<file path="src/rtl/ls_return_pkg.sv">
// Shared types for the load-return tracker: slot record, load funct3 codes
// and the sub-unit index width helper.
package ls_return_pkg;

  localparam logic [2:0] FN3_LB  = 3'b000;
  localparam logic [2:0] FN3_LH  = 3'b001;
  localparam logic [2:0] FN3_LW  = 3'b010;
  localparam logic [2:0] FN3_LBU = 3'b100;
  localparam logic [2:0] FN3_LHU = 3'b101;

  // Slot fields are sized for the widest supported configuration; the
  // tracker zero-extends narrower sub-unit indices and ids into them.
  localparam int SLOT_SU_W = 8;
  localparam int SLOT_ID_W = 8;

  typedef struct packed {
    logic                 valid;
    logic                 returned;
    logic [SLOT_SU_W-1:0] subunit;
    logic [2:0]           fn3;
    logic [1:0]           byte_addr;
    logic [SLOT_ID_W-1:0] id;
    logic [31:0]          data;
  } ls_return_slot_t;

  function automatic int su_width(input int n);
    return (n <= 1) ? 1 : $clog2(n);
  endfunction

endpackage

</file>
<file path="src/rtl/ls_load_align.sv">
// Load data alignment and extension: selects the addressed byte/halfword of a
// returned word and sign- or zero-extends it according to funct3.
module ls_load_align
  import ls_return_pkg::*;
(
  input  logic [2:0]  i_fn3,
  input  logic [1:0]  i_byte_addr,
  input  logic [31:0] i_data,
  output logic [31:0] o_result
);

  logic [15:0] w_half;
  logic [7:0]  w_byte;

  always_comb begin
    w_half = i_byte_addr[1] ? i_data[31:16] : i_data[15:0];
    w_byte = i_byte_addr[0] ? w_half[15:8] : w_half[7:0];
    case (i_fn3)
      FN3_LB:  o_result = {{24{w_byte[7]}}, w_byte};
      FN3_LH:  o_result = {{16{w_half[15]}}, w_half};
      FN3_LBU: o_result = {24'd0, w_byte};
      FN3_LHU: o_result = {16'd0, w_half};
      default: o_result = i_data;
    endcase
  end

endmodule

</file>
<file path="src/rtl/ls_load_return_tracker.sv">
// In-order retirement of loads whose data comes back out of order from
// several load/store sub-units; CSR results take priority on writeback.
module ls_load_return_tracker
  import ls_return_pkg::*;
#(
  parameter int NUM_SUB_UNITS   = 4,
  parameter int MAX_OUTSTANDING = 4,
  parameter int ID_W            = 3,
  parameter int SU_W            = su_width(NUM_SUB_UNITS),
  parameter int CNT_W           = $clog2(MAX_OUTSTANDING + 1)
) (
  input  logic                        clk,
  input  logic                        rst,
  input  logic                        req_valid,
  input  logic [SU_W-1:0]             req_subunit,
  input  logic [2:0]                  req_fn3,
  input  logic [1:0]                  req_byte_addr,
  input  logic [ID_W-1:0]             req_id,
  output logic                        req_ready,
  input  logic [NUM_SUB_UNITS-1:0]    unit_data_valid,
  input  logic [NUM_SUB_UNITS*32-1:0] unit_data,
  input  logic                        csr_done,
  input  logic [31:0]                 csr_rd,
  input  logic [ID_W-1:0]             csr_id,
  output logic                        wb_done,
  output logic [31:0]                 wb_rd,
  output logic [ID_W-1:0]             wb_id,
  output logic                        empty,
  output logic [CNT_W-1:0]            count
);

  localparam int PTR_W = $clog2(MAX_OUTSTANDING);

  ls_return_slot_t         r_slot [MAX_OUTSTANDING];
  logic [PTR_W-1:0]        r_head;
  logic [PTR_W-1:0]        r_tail;
  logic [CNT_W-1:0]        r_count;

  logic [PTR_W-1:0]         w_match_idx [NUM_SUB_UNITS];
  logic [NUM_SUB_UNITS-1:0] w_match_hit;
  logic [PTR_W-1:0]         w_idx;
  logic                     w_full;
  logic                     w_push;
  logic                     w_head_ready;
  logic                     w_retire;
  logic [31:0]              w_aligned;
  logic                     w_unused_id;

  assign w_full       = (r_count == CNT_W'(MAX_OUTSTANDING));
  assign w_push       = req_valid & ~w_full;
  assign w_head_ready = r_slot[r_head].valid & r_slot[r_head].returned;
  assign w_retire     = w_head_ready & ~csr_done;
  assign w_unused_id  = ^r_slot[r_head].id;

  // Oldest-first search per sub-unit: scanning from the youngest offset down
  // leaves the slot closest to head as the final assignment.
  always_comb begin
    w_match_hit = '0;
    w_idx       = '0;
    for (int u = 0; u < NUM_SUB_UNITS; u++) begin
      w_match_idx[u] = '0;
      for (int k = MAX_OUTSTANDING - 1; k >= 0; k--) begin
        w_idx = r_head + PTR_W'(k);
        if (r_slot[w_idx].valid && !r_slot[w_idx].returned &&
            r_slot[w_idx].subunit == SLOT_SU_W'(u)) begin
          w_match_hit[u] = 1'b1;
          w_match_idx[u] = w_idx;
        end
      end
    end
  end

  ls_load_align u_align (
    .i_fn3       (r_slot[r_head].fn3),
    .i_byte_addr (r_slot[r_head].byte_addr),
    .i_data      (r_slot[r_head].data),
    .o_result    (w_aligned)
  );

  assign req_ready = rst | ~w_full;
  assign empty     = rst | (r_count == '0);
  assign count     = rst ? '0 : r_count;
  assign wb_done   = ~rst & (csr_done | w_head_ready);
  assign wb_rd     = rst ? '0 : csr_done ? csr_rd :
                     w_retire ? w_aligned : '0;
  assign wb_id     = rst ? '0 : csr_done ? csr_id :
                     w_retire ? r_slot[r_head].id[ID_W-1:0] : '0;

  // Push, returns and retire touch distinct slots, so all apply in one edge.
  always_ff @(posedge clk) begin
    if (rst) begin
      for (int i = 0; i < MAX_OUTSTANDING; i++) begin
        r_slot[i].valid    <= 1'b0;
        r_slot[i].returned <= 1'b0;
      end
      r_head  <= '0;
      r_tail  <= '0;
      r_count <= '0;
    end else begin
      if (w_retire) begin
        r_slot[r_head].valid    <= 1'b0;
        r_slot[r_head].returned <= 1'b0;
        r_head                  <= r_head + 1'b1;
      end
      for (int u = 0; u < NUM_SUB_UNITS; u++) begin
        if (unit_data_valid[u] && w_match_hit[u]) begin
          r_slot[w_match_idx[u]].returned <= 1'b1;
          r_slot[w_match_idx[u]].data     <= unit_data[u*32 +: 32];
        end
      end
      if (w_push) begin
        r_slot[r_tail].valid     <= 1'b1;
        r_slot[r_tail].returned  <= 1'b0;
        r_slot[r_tail].subunit   <= SLOT_SU_W'(req_subunit);
        r_slot[r_tail].fn3       <= req_fn3;
        r_slot[r_tail].byte_addr <= req_byte_addr;
        r_slot[r_tail].id        <= SLOT_ID_W'(req_id);
        r_tail                   <= r_tail + 1'b1;
      end
      case ({w_push, w_retire})
        2'b10:   r_count <= r_count + 1'b1;
        2'b01:   r_count <= r_count - 1'b1;
        default: r_count <= r_count;
      endcase
    end
  end

  always @(posedge clk) begin
    if (!rst) begin
      assert (!(req_valid && w_full))
        else $error("load pushed while tracker full");
      for (int u = 0; u < NUM_SUB_UNITS; u++) begin
        if (unit_data_valid[u]) begin
          assert (w_match_hit[u])
            else $warning("sub-unit %0d returned data with no outstanding load", u);
        end
      end
    end
  end

endmodule
</file>
<file path="config.mk">
export PLATFORM = sky130hd
export DESIGN_NAME = ls_load_return_tracker
export DESIGN_NICKNAME = d
export VERILOG_FILES = /design/src/rtl/ls_return_pkg.sv /design/src/rtl/ls_load_align.sv /design/src/rtl/ls_load_return_tracker.sv
export SDC_FILE = /design/constraint.sdc
export NUM_CORES = 1
export LEC_CHECK = 0
export CORE_MARGIN = 4
export CORE_UTILIZATION = 40
export CTS_CLUSTER_DIAMETER = 100
export DETAILED_ROUTE_END_ITERATION = 10
export PLACE_DENSITY_LB_ADDON = 0.3
export SETUP_SLACK_MARGIN = 0.2
export SLEW_MARGIN = 20
export SYNTH_ARGS = -nofsm -noshare
export SYNTH_HDL_FRONTEND = slang
export SYNTH_SLANG_ARGS = --single-unit
</file>
<file path="constraint.sdc">
create_clock -name clk -period 4.3 [get_ports clk]
set_input_delay 0.86 -clock clk [delete_from_list [all_inputs] [get_ports clk]]
set_output_delay 0.86 -clock clk [all_outputs]
set_load 0.01 [all_outputs]
</file>
==> impl_results.html <==
<table>
<tr><th>Metric</th><th>Value</th></tr>
<tr><th colspan="2">Status</th></tr>
<tr><td>Outcome</td><td>finished clean</td></tr>
<tr><th colspan="2">STA</th></tr>
<tr><td>Maximum clock frequency</td><td>250 MHz</td></tr>
<tr><td>Post-route fraction of the period consumed by the critical path</td><td>0.929</td></tr>
<tr><td>Pins over their slew limit</td><td>0</td></tr>
<tr><td>Post-route clock skew</td><td>11.8 ps</td></tr>
<tr><td>Unrepaired setup endpoints after global routing</td><td>false</td></tr>
<tr><td>Transition time of the tightest slew-check pin</td><td>805 ps</td></tr>
<tr><td>Setup violation total in the final timing report</td><td>0</td></tr>
<tr><td>Worst rel slew slack</td><td>0.463</td></tr>
<tr><td>Final-report hold violation count</td><td>0</td></tr>
<tr><td>Shortest period the worst path allows</td><td>3990 ps</td></tr>
<tr><td>Post-Route Setup TNS</td><td>0 ps</td></tr>
<tr><th colspan="2">Hold path</th></tr>
<tr><td>Hold Path Origin</td><td>r_count[2]</td></tr>
<tr><td>Tightest Hold Check Type</td><td>reg -&gt; reg</td></tr>
<tr><td>Hold worst-path end</td><td>r_count[2]</td></tr>
<tr><td>Hold path depth</td><td>2</td></tr>
<tr><th colspan="2">Yosys</th></tr>
<tr><td>Count of flip-flops with a built-in enable after synthesis</td><td>168</td></tr>
<tr><td>Count of different cell masters after synthesis</td><td>86</td></tr>
<tr><td>Async set-or-reset flop fraction in the synthesized netlist</td><td>0</td></tr>
<tr><td>Mapped Cells</td><td>1,375</td></tr>
<tr><td>Top-count cell post-synth</td><td>sky130_fd_sc_hd__edfxtp_1</td></tr>
<tr><td>Yosys reg bits</td><td>185</td></tr>
<tr><td>Library cell with the largest summed area after synthesis</td><td>sky130_fd_sc_hd__edfxtp_1</td></tr>
<tr><td>Fraction of post-synthesis cell area in the top cell type by area</td><td>0.376</td></tr>
<tr><td>Top cells by area, synth</td><td>sky130_fd_sc_hd__edfxtp_1 38%, sky130_fd_sc_hd__mux4_2 7.9%, sky130_fd_sc_hd__o31ai_1 5.1%, sky130_fd_sc_hd__nand2_1 4.5%, sky130_fd_sc_hd__nor2_1 4.1%</td></tr>
<tr><td>Syn_nets</td><td>1,566</td></tr>
<tr><td>Post-Synthesis Cell Area</td><td>13,400 um2</td></tr>
<tr><td>Sequential element share of the synthesized area</td><td>0.402</td></tr>
<tr><td>Yosys warning count</td><td>0</td></tr>
<tr><td>Most frequently used flop master after synthesis</td><td>sky130_fd_sc_hd__edfxtp_1</td></tr>
<tr><td>Leading cell types by count after synthesis</td><td>168 x sky130_fd_sc_hd__edfxtp_1, 160 x sky130_fd_sc_hd__nand2_1, 146 x sky130_fd_sc_hd__nor2_1, 94 x sky130_fd_sc_hd__o21ai_0, 91 x sky130_fd_sc_hd__o31ai_1</td></tr>
<tr><td>Post-Synthesis Mean Instance Area</td><td>9.75 um2</td></tr>
<tr><th colspan="2">Global routing</th></tr>
<tr><td>GRT Resource Usage Total</td><td>0.257</td></tr>
<tr><td>First-pass GRT wire length</td><td>73,100 um</td></tr>
<tr><td>Overflow after GRT</td><td>0</td></tr>
<tr><td>Via count of the first global-routing pass</td><td>12,500</td></tr>
<tr><td>Pin count of the biggest net entering global routing</td><td>65</td></tr>
<tr><td>Initial antenna violation count</td><td>1</td></tr>
<tr><th colspan="2">Cells and area</th></tr>
<tr><td>Fraction of final layout cells sized beyond drive strength 1</td><td>0.146</td></tr>
<tr><td>Total inserted antenna cells</td><td>0</td></tr>
<tr><td>Post-layout nets</td><td>1,751</td></tr>
<tr><td>Layout Area Growth over Synthesis</td><td>26.1%</td></tr>
<tr><th colspan="2">Worst setup path</th></tr>
<tr><td>Count of cells along the worst register-to-register path</td><td>10</td></tr>
<tr><td>Endpoint arrival time on the critical path</td><td>3130 ps</td></tr>
<tr><td>Type of origin of the critical path</td><td>flop</td></tr>
<tr><td>Register-to-register setup slack</td><td>390 ps</td></tr>
<tr><td>Setup crit end kind</td><td>primary output</td></tr>
<tr><td>Chain of cells forming the critical path</td><td>buf_4 &gt; mux4_2 &gt; mux2_2 &gt; mux2i_1 &gt; o31a_1 &gt; o21ai_2 &gt; nand2_2 &gt; o21ai_0 &gt; clkdlybuf4s50_1</td></tr>
<tr><td>Buffering stage count on the worst path with inverters included</td><td>2</td></tr>
<tr><td>End of the worst register-to-register path</td><td>r_slot[2][18]</td></tr>
<tr><td>Cell type of the slowest stage on the worst timing path</td><td>sky130_fd_sc_hd__clkdlybuf4s50_1</td></tr>
<tr><td>Worst flop-to-flop path startpoint</td><td>r_head[0]</td></tr>
<tr><td>Start-to-end type of the worst setup path</td><td>reg -&gt; out</td></tr>
<tr><td>Cell family contributing the most delay on the critical path</td><td>buffers and inverters</td></tr>
<tr><td>Req. time, crit path</td><td>3440 ps</td></tr>
<tr><td>Critical-path maximum fanout</td><td>9</td></tr>
<tr><td>Crit path largest cell delay</td><td>560 ps</td></tr>
<tr><th colspan="2">Power</th></tr>
<tr><td>Power density over cell area</td><td>274 nW/um2</td></tr>
<tr><td>Portion of total power attributed to sequential cells</td><td>0.447</td></tr>
<tr><td>Net switching share of the total power</td><td>0.292</td></tr>
<tr><td>Internal Pwr Total</td><td>3.28 mW</td></tr>
<tr><td>Portion of total power attributed to the clock network</td><td>0.344</td></tr>
<tr><td>Total power after layout</td><td>4.63 mW</td></tr>
<tr><td>Maximum ir drop on the vdd rail</td><td>0.000288 V</td></tr>
<tr><td>Combinational fraction of design power</td><td>0.209</td></tr>
<tr><td>Leakage</td><td>6.03 nW</td></tr>
<tr><td>Switching component of the power</td><td>1.35 mW</td></tr>
<tr><th colspan="2">Clock tree</th></tr>
<tr><td>Clock slew at reported path FFs</td><td>80 ps</td></tr>
<tr><td>Total of hold buffers inserted after clock tree synthesis</td><td>0</td></tr>
<tr><td>Sink Count</td><td>185</td></tr>
<tr><td>Clock tree from TritonCTS</td><td>yes</td></tr>
<tr><td>CTS H-tree lvls</td><td>4</td></tr>
<tr><td>Clock latency reported for the late side of the worst-skew pair</td><td>450 ps</td></tr>
<tr><td>Number of buffers added by the clock tree synthesis step</td><td>17</td></tr>
<tr><td>Maximum number of buffers from clock root to sink</td><td>2</td></tr>
<tr><td>Root buffer cell</td><td>sky130_fd_sc_hd__clkbuf_16</td></tr>
<tr><th colspan="2">Route</th></tr>
<tr><td>Number of DRC markers after the initial detailed-route iteration</td><td>1,123</td></tr>
<tr><td>Routed vias/inst</td><td>6.30</td></tr>
<tr><td>Routed wire per std cell</td><td>24.2 um</td></tr>
<tr><td>Via total after detailed routing</td><td>12,700</td></tr>
<tr><td>Number of design rule violations left after detail routing</td><td>0</td></tr>
<tr><td>Post-Route WL</td><td>48,700 um</td></tr>
<tr><td>Antenna-violating nets left</td><td>0</td></tr>
<tr><td>Count of TritonRoute iterations in the first routing pass</td><td>7</td></tr>
<tr><th colspan="2">Placement</th></tr>
<tr><td>Number of buffers inserted by port buffering</td><td>221</td></tr>
<tr><td>Global placement routability congestion</td><td>0.932</td></tr>
<tr><td>HPWL Detailed</td><td>33,400 um</td></tr>
<tr><th colspan="2">Die</th></tr>
<tr><td>Area enclosed by the die boundary</td><td>36,500 um2</td></tr>
<tr><td>Die width</td><td>191 um</td></tr>
<tr><td>Core Box Area</td><td>32,800 um2</td></tr>
<tr><td>Cell Rows</td><td>66</td></tr>
<tr><td>Overall die height</td><td>191 um</td></tr>
<tr><td>Top Ports</td><td>222</td></tr>
<tr><td>Initial core utilization</td><td>0.409</td></tr>
<tr><th colspan="2">Run</th></tr>
<tr><td>Max cap viols</td><td>0</td></tr>
</table>
[power by group through the flow]
stage	Sequential (mW)	Combinational [mW]	Clock [mW]
6_report	2.07	0.969	1.59
5_1_grt	2.07	1.04	1.67
4_1_cts	2.07	0.937	1.60
3_5_place_dp	2.11	0.923	0
3_3_place_gp	2.11	0.909	0
2_1_floorplan	2.09	0.504	0
[tightest hold or removal path: stages, from the launching register on]
cell and delay, ps:
sky130_fd_sc_hd__dfxtp_1 330, sky130_fd_sc_hd__o21ai_0 80, sky130_fd_sc_hd__a21oi_1 60
[layer usage]
layer,global-route usage,up-vias,part of all wire
li1,-,5663,-
met1,0.333,6076,0.39
met2,0.429,828,0.47
met3,0.0508,129,0.10
met4,0.0945,0,0.034
met5,0,-,0
[worst max path at each step]
stage / startpoint / end / slack, ps / depth (start not counted)
final: flop / wb_rd[19] / 310 / 9
after global placement: flop / wb_rd[31] / 300 / 9
after CTS: flop / wb_rd[3] / 200 / 10
after floorplan: r_head[1] / r_slot[2][0] / 270 / 14
after detailed placement: flop / wb_rd[31] / 190 / 8
after global routing: flop / wb_rd[3] / 200 / 10
[through the flow]
stage               utilization  setup WS [ps]  hold WS [ps]  cell area [um2]  cells
floorplan                     -            270           467            13500   1375
global placement          0.487            304           489            16000   1963
detailed placement        0.487            187           508            16000   1963
CTS                       0.509            201           521            16700   2006
global route              0.516            203           552            16900   2015
finish                    0.516            307           524            16900   2015
[cells by family (layout without fill, tap and decap cells)]
group | Yosys count | count (layout) | synth area share
muxes | 76 | 76 | 0.103
buffers and inverters | 173 | 368 | 0.0670
adders and majority gates | 10 | 10 | 0.00990
AOI/OAI and AO/OA | 410 | 410 | 0.225
xor gates and xnor gates | 4 | 4 | 0.00261
and+or+nand+nor | 517 | 520 | 0.191
DFF | 185 | 185 | 0.402
[placed cells by master, fill, tap and decap left out, types with 20 or more instances in the layout]
| cell type | netlist | layout |
|---|---|---|
| sky130_fd_sc_hd__a211oi_1 | 28 | 28 |
| sky130_fd_sc_hd__a21oi_1 | 20 | 20 |
| sky130_fd_sc_hd__a221oi_1 | 59 | 58 |
| sky130_fd_sc_hd__and2_1 | 38 | 37 |
| sky130_fd_sc_hd__and3_1 | 64 | 64 |
| sky130_fd_sc_hd__buf_4 | 21 | 63 |
| sky130_fd_sc_hd__clkdlybuf4s50_1 | 0 | 205 |
| sky130_fd_sc_hd__edfxtp_1 | 168 | 168 |
| sky130_fd_sc_hd__inv_1 | 42 | 42 |
| sky130_fd_sc_hd__mux4_2 | 47 | 47 |
| sky130_fd_sc_hd__nand2_1 | 160 | 158 |
| sky130_fd_sc_hd__nand3_1 | 38 | 34 |
| sky130_fd_sc_hd__nor2_1 | 146 | 145 |
| sky130_fd_sc_hd__o21ai_0 | 94 | 88 |
| sky130_fd_sc_hd__o22ai_1 | 37 | 37 |
| sky130_fd_sc_hd__o31ai_1 | 91 | 91 |
[what timing repair did]
action,CTS,global route
pin swaps,3,6
endpoints found under the setup margin,30,169
resized for setup,8,42
setup buffers,10,6
gates cloned,1,3
[sequential cells by signal, indices dropped and copies added (netlist names), named ones only]
name     flops
r_slot     176
r_count      3
r_head       2
r_tail       2
[area by class of cell]
class / count / area (um2)
Clock buffer: 17 / 425
Tap cell: 442 / 553
Clock inverter: 15 / 165
Multi-Input combinational cell: 1020 / 7320
Fill cell: 2930 / 15900
Timing Repair Buffer: 294 / 2890
Sequential cell: 185 / 5390
Inverter: 42 / 158
No activity file was read; power rests on OpenSTA's default activity.
